===== src/rtl/carry4_delay_line.sv =====
// -----------------------------------------------------------------------------
// carry4_delay_line
// Carry-chain tapped delay line for the TDC front end. STAGES emulated CARRY4
// slices are cascaded so a rising edge on the chain input ripples through
// 4*STAGES taps. The taps are brought into the clk domain through two flops,
// then popcount-encoded into a fine-time code alongside a hit strobe.
//
// Optional feature macro: CARRY4_DL_SIM_DELAY_EN
//   defined   : each carry-mux output bit gets a 0.1 ns transport delay, so a
//               mid-ripple sample yields a partial thermometer code (sim only).
//   undefined : zero-delay combinational chain (synthesis build).
//
// Ports
//   clk        system clock, all registers on its rising edge
//   rst        synchronous active-high reset
//   CI         carry cascade input to stage 0
//   CYINIT     carry initialization to stage 0
//   DI[3:0]    carry-mux data inputs, shared by every stage
//   S[3:0]     carry-mux select inputs, shared by every stage
//   CO[3:0]    carry outputs of the last stage (combinational)
//   O[3:0]     XOR outputs of the last stage (combinational)
//   taps       every stage's CO, bit 4k+i = CO[i] of stage k (combinational)
//   taps_q     synchronized tap snapshot (second flop)
//   fine_code  number of ones in taps_q (registered)
//   hit_valid  one-cycle strobe on a 0->1 transition of taps_q[0]
// -----------------------------------------------------------------------------
`timescale 1ns/100ps

module carry4_delay_line #(
    parameter  int unsigned STAGES = 4,
    localparam int unsigned TAPS   = 4 * STAGES,
    localparam int unsigned CODE_W = $clog2(TAPS + 1)
) (
    input  logic              clk,
    input  logic              rst,
    input  logic              CI,
    input  logic              CYINIT,
    input  logic [3:0]        DI,
    input  logic [3:0]        S,
    output logic [3:0]        CO,
    output logic [3:0]        O,
    output logic [TAPS-1:0]   taps,
    output logic [TAPS-1:0]   taps_q,
    output logic [CODE_W-1:0] fine_code,
    output logic              hit_valid
);

    if (STAGES < 1 || STAGES > 32) begin : g_stages_check
        $error("carry4_delay_line: STAGES must be in 1..32");
    end

    // carry[j] is the carry-in of tap j; carry[j+1] is that tap's carry-out.
    logic [TAPS:0] carry;

    assign carry[0] = CI | CYINIT;

    // Carry-mux per tap; tap j uses select/data bit j%4 of the shared S/DI.
    for (genvar j = 0; j < TAPS; j++) begin : g_tap
        localparam int unsigned BIT_IDX = j % 4;
        logic mux_c;

        assign mux_c = S[BIT_IDX] ? carry[j] : DI[BIT_IDX];

`ifdef CARRY4_DL_SIM_DELAY_EN
        // Transport delay: every input change is propagated, none swallowed.
        logic mux_d;
        always @(mux_c) mux_d <= #0.1 mux_c;
        assign carry[j+1] = mux_d;
`else
        assign carry[j+1] = mux_c;
`endif
    end

    assign taps = carry[TAPS:1];
    assign CO   = carry[TAPS -: 4];
    // XOR outputs use the per-bit carry-ins of the last stage.
    assign O    = S ^ carry[TAPS-1 -: 4];

    logic [TAPS-1:0]   taps_s1;
    logic              prev_tap0;
    logic [CODE_W-1:0] ones_c;

    // Popcount of the synchronized snapshot; bubbles are counted as-is.
    always_comb begin
        ones_c = '0;
        for (int i = 0; i < TAPS; i++) begin
            ones_c = ones_c + CODE_W'(taps_q[i]);
        end
    end

    // Two-flop synchronizer, encoder register and rising-edge hit detect.
    always_ff @(posedge clk) begin
        if (rst) begin
            taps_s1   <= '0;
            taps_q    <= '0;
            prev_tap0 <= 1'b0;
            fine_code <= '0;
            hit_valid <= 1'b0;
        end else begin
            taps_s1   <= taps;
            taps_q    <= taps_s1;
            prev_tap0 <= taps_q[0];
            fine_code <= ones_c;
            hit_valid <= taps_q[0] & ~prev_tap0;
        end
    end

endmodule


===== config.mk =====
export PLATFORM = sky130hd
export DESIGN_NAME = carry4_delay_line
export DESIGN_NICKNAME = d
export VERILOG_FILES = /design/src/rtl/carry4_delay_line.sv
export SDC_FILE = /design/constraint.sdc
export NUM_CORES = 1
export LEC_CHECK = 0
export CORE_ASPECT_RATIO = 0.6
export CORE_MARGIN = 2
export CORE_UTILIZATION = 42
export DETAILED_ROUTE_END_ITERATION = 6
export GPL_ROUTABILITY_DRIVEN = 0
export PLACE_DENSITY = 0.84
export SYNTH_ARGS = -nofsm -noshare
export SYNTH_HDL_FRONTEND = slang
export SYNTH_SLANG_ARGS = --single-unit

===== constraint.sdc =====
create_clock -name clk -period 3.1 [get_ports clk]
set_input_delay 0.775 -clock clk [delete_from_list [all_inputs] [get_ports clk]]
set_output_delay 0.775 -clock clk [all_outputs]
set_load 0.05 [all_outputs]

======== Word-level counts from Yosys, hierarchy flattened ========
Cells that the tools add are included.
cells by class
  $add $sub $neg .......................... 15
  mux-type cells .......................... 16
  bitwise gates (word level) .............. 4
operator list
  operator              count
  adder 5 x 1 -> 5 bit  11
  2-to-1 mux 1 bit      16
  adder 4 x 1 -> 5 bit  1
  adder 3 x 1 -> 4 bit  1
  XOR 4 bit             1
  adder 2 x 1 -> 3 bit  1
  adder 1 x 1 -> 2 bit  1
  bitwise AND 1 bit     1
  inverter 1 bit        1
  OR 1 bit              1
word-level totals
  register bits ........................... 39
  input port bits ......................... 12
  output and inout bits ................... 46
  word-level logic and storage cells ...... 40

======== Logic depth before layout (Yosys ltp) ========
  depth in word-level cells ............... 17
  mapped depth ............................ 14
  mapped depth without buffers ............ 14

======== Worst setup path after synthesis ========
No wires, ideal clock.
  kind .................................... flip-flop to flip-flop
  start point ............................. reg taps_q[0]
  end point ............................... reg fine_code[3]
  arrival time ............................ 3.630 ns
  required time ........................... 2.972 ns
  path slack .............................. -0.658 ns
  stages on the path, launching flop included .. 12
  buffers on the path ..................... 0
  period minus slack after synthesis ...... 3.758 ns
  cell sequence ........................... dfxtp_1 inv_1 fa_1 fa_1 fa_1 fa_1 inv_1 ha_1 a21o_1 a21oi_1 xor2_1 nor2_1
between the ends
  longest elaborated chain between the ends .. 15
RTL lines
  item                                 line  text
  start: declaration                   43    output logic [TAPS-1:0] taps_q,
  start signal: assignment             101   taps_q <= taps_s1;
  adder 1 x 1 -> 2 bit                 87    ones_c = ones_c + CODE_W'(taps_q[i]);
  adder 2 x 1 -> 3 bit                 87
  adder 3 x 1 -> 4 bit                 87
  adder 4 x 1 -> 5 bit                 87
  adder 5 x 1 -> 5 bit (11 in series)  87
  end signal: assignment               103   fine_code <= ones_c;
  end: declaration                     44    output logic [CODE_W-1:0] fine_code,
No other way between the ends.
A chain may end at the register's enable or synchronous reset.

======== Final worst setup path ========
  start point ............................. reg taps_q[11]
  end point ............................... reg fine_code[4]
between the ends
  longest elaborated chain between the ends .. 5
RTL lines
  item                                line
  adder 5 x 1 -> 5 bit (5 in series)  87
No other way between the ends.

==> flow_summary.json <==
{
  "yosys_warnings": 0,
  "core-area_um2": 4230,
  "cp-end-kind": "flip-flop",
  "timing.rr.end": "fine_code[4]",
  "antenna_found_initial": 0,
  "crit_top_cell": "inv_1",
  "cp.buffers_inverters": 6,
  "critPathMaxStageDelay_ns": 0.54,
  "setup_viol": 4,
  "arrival_ns": 3.63,
  "violations": "negative setup slack",
  "synth.cell_area_um2": 1910,
  "rows": 18,
  "hp-class": "reg -> reg",
  "synth-main-ff-cell": "dfxtp_1",
  "insertion_delay_ns": 0.29,
  "placement.io_buffers": 57,
  "ys_seq_area_share_pct": 40.8,
  "p_clk_share_pct": 22.9,
  "critical_path_required_ns": 3.31,
  "power_frac_seq_pct": 33.6,
  "status": "complete, but fails checks",
  "overflow": 0,
  "areaGrowthSynthToFinish_pct": 60.5,
  "p_leak_nw": 1.39,
  "drc": 0,
  "drv_cap": 0,
  "path_cells": "inv_2, fa_1, inv_1, fa_1, inv_1, fa_2, fa_1, inv_1, ha_2, inv_2, fa_2, inv_1, a21oi_1, nor3b_1",
  "synth-edff-count": 0,
  "grt_pass1_vias": 1538,
  "power_frac_comb_pct": 43.5,
  "irDropWorstVdd_uv": 294,
  "routed_wl_mm": 3.99,
  "worst_slack_ns": -0.318,
  "synth_area_leaders": "dfxtp_1, fa_1, nor2b_1, buf_4, inv_1",
  "synth_top_family_by_area": "simple AND/OR/NAND/NOR gates",
  "hpwl_mm": 3.13,
  "start_kind": "flip-flop",
  "critPathMaxFanout": 2,
  "fin_skew_ns": 0.00570,
  "p_int_w": 0.00107,
  "grt_first_pass_wirelength_mm": 6.80,
  "dieWidth_um": 91.2,
  "via_count": 1512,
  "h-tree-depth": 2,
  "cts_buffer_depth": 2,
  "synth-simple-area-share_pct": 19.1,
  "netlist_instances": 203,
  "diodes": 0,
  "timing.final.crit_period_ns": 3.42,
  "crit_path_end": "fine_code[4]",
  "path_class": "reg -> reg",
  "cts_tree": "yes",
  "hold_violations": 0,
  "die_area_um2": 5130,
  "r2r_slack_ns": -0.32,
  "grt_setup_unrepaired": "yes",
  "ys_ff_latch": 39,
  "ant_nets": 0,
  "root_buffer": "clkbuf_8",
  "worstMarginPinSlew_ns": 0.501,
  "synth_fa_ha_area_share_pct": 13.7,
  "synth_nets": 230,
  "p_per_area_nw_per_um2": 538,
  "cp_top_family": "adder cells",
  "viasPerCell": 4.42,
  "swShare_pct": 35.5,
  "r2r_cells": 14,
  "nets": 308,
  "fillerInstances": 320,
  "wire_per_inst_um": 11.7,
  "drt_iter0_drc": 41,
  "post-route-period-util_pct": 110,
  "floorplan.initialDensity_pct": 45.2,
  "avgSynthCellArea_um2": 9.43,
  "p_switching_w": 0.000586,
  "synth_top_area_cell": "dfxtp_1",
  "synth-compound-area-share_pct": 8.69,
  "synth_top_cell_area_share_pct": 40.8,
  "mostFrequentLayoutCells": "buf_4, dfxtp_1, clkdlybuf4s50_1",
  "final_util_pct": 72.6,
  "timing.setup.tns_ns": -1.10,
  "setup.worst_path.start": "taps_q[11]",
  "synth_cell_types": 33,
  "cts_buffers": 5,
  "grt_usage_pct": 17.0,
  "cpMaxStageDelayCell": "fa_1",
  "cp.depth": 14,
  "synthXorXnorAreaFrac_pct": 1.83,
  "slew_violations": 0,
  "drt-pass1-iter-count": 5,
  "die_h_um": 56.3,
  "synthMuxAreaShare_pct": 0,
  "layout_commonest_cell": "buf_4",
  "io_pins": 58,
  "ys_async_sr_fraction_pct": 0,
  "grt_start_max_net_pins": 40,
  "r2r-start": "taps_q[11]",
  "relSlewSlack_pct": 66.5,
  "cts_sinks": 39,
  "clk_pin_slew_worst_paths_ns": 0.07,
  "hold_start": "prev_tap0",
  "fmax_ghz": 0.293,
  "drive_gt1_share_pct": 38.3
}
## power groups by stage
stage          clock, W  combinational, W  sequential (W)
2_1_floorplan         0          0.000331        0.000662
3_3_place_gp          0          0.000668        0.000567
3_5_place_dp          0          0.000687        0.000568
4_1_cts        0.000391          0.000711        0.000557
5_1_grt        0.000412          0.000768        0.000561
6_report       0.000379          0.000719        0.000556
## worst reg2reg max path, cell delays in order, from the launching register on
cell and delay [ns]:
dfxtp_4 0.35, inv_2 0.03, fa_1 0.54, inv_1 0.05
fa_1 0.48, inv_1 0.05, fa_2 0.52, fa_1 0.41
inv_1 0.08, ha_2 0.18, inv_2 0.04, fa_2 0.34
inv_1 0.07, a21oi_1 0.05, nor3b_1 0.16
## kinds of logic after synthesis
group           Yosys count
flops                    39
buf+inv                  55
compound gates           27
xor+xnor                  4
simple gates             63
fa+ha+maj                15
## Yosys cell counts, types with 4 or more instances
cell type and count:
inv_1 27, nor2b_1 25, clkbuf_1 5, a21oi_1 8
nand2_1 6, nor3_1 6, o21a_1 4, xor2_1 4
ha_1 5, dfxtp_1 39, fa_1 10, o21ai_0 6
buf_4 20, nor2_1 14
## worst min path at each step
| stage | depth (start not counted) | endpoint |
|---|---|---|
| after floorplan | 1 | hit_valid |
| after global placement | 1 | hit_valid |
| after detailed placement | 1 | hit_valid |
| after CTS | 1 | hit_valid |
| after global routing | 1 | hit_valid |
| final | 1 | hit_valid |
## stage by stage
step / power (W) / hold WS, ns / cells / area, um2 / setup WS, ns
floorplan: 0.000993 / 0.373 / 203 / 1950 / -0.285
global placement: 0.00123 / 0.377 / 333 / 2880 / -0.217
detailed placement: 0.00126 / 0.384 / 333 / 2880 / -0.308
CTS: 0.00166 / 0.396 / 342 / 3040 / -0.342
global route: 0.00174 / 0.443 / 342 / 3070 / -0.488
finish: 0.00165 / 0.394 / 342 / 3070 / -0.318
## routing by layer
layer | GRT usage, % | share of wire, % | wire, um
met5 | 0 | 0 | 0
met4 | 6.28 | 1.5 | 59
met3 | 6.98 | 8.5 | 337
met2 | 27.8 | 46 | 1830
met1 | 20.2 | 44 | 1760
## area by class of cell
cell class | count | area (um2) | area share (%)
repair buffers | 99 | 1070 | 34.8
clock buffers | 6 | 93.8 | 3.05
flip-flops and latches | 39 | 810 | 26.3
multi-input cells | 109 | 911 | 29.6
clock inverters | 2 | 13.8 | 0.448
inverters | 27 | 101 | 3.30
well taps | 60 | 75.1 | 2.44
## sequential cells by signal, indices dropped and copies added, names as in the netlist
| name | cells |
|---|---|
| taps_s1 | 16 |
| taps_q | 16 |
| hit_valid | 1 |
| fine_code | 5 |
| prev_tap0 | 1 |
## repair_timing
item / in CTS / in global routing
setup endpoints to repair: 20 / 14
resized for setup: 16 / 6
hold buffers: 0 / 0
hold endpoints to repair: 0 / 0
cloned: 0 / 0
pin swaps: 5 / 2
buffers inserted: 1 / 0
No activity file was read; power rests on OpenSTA's default activity.
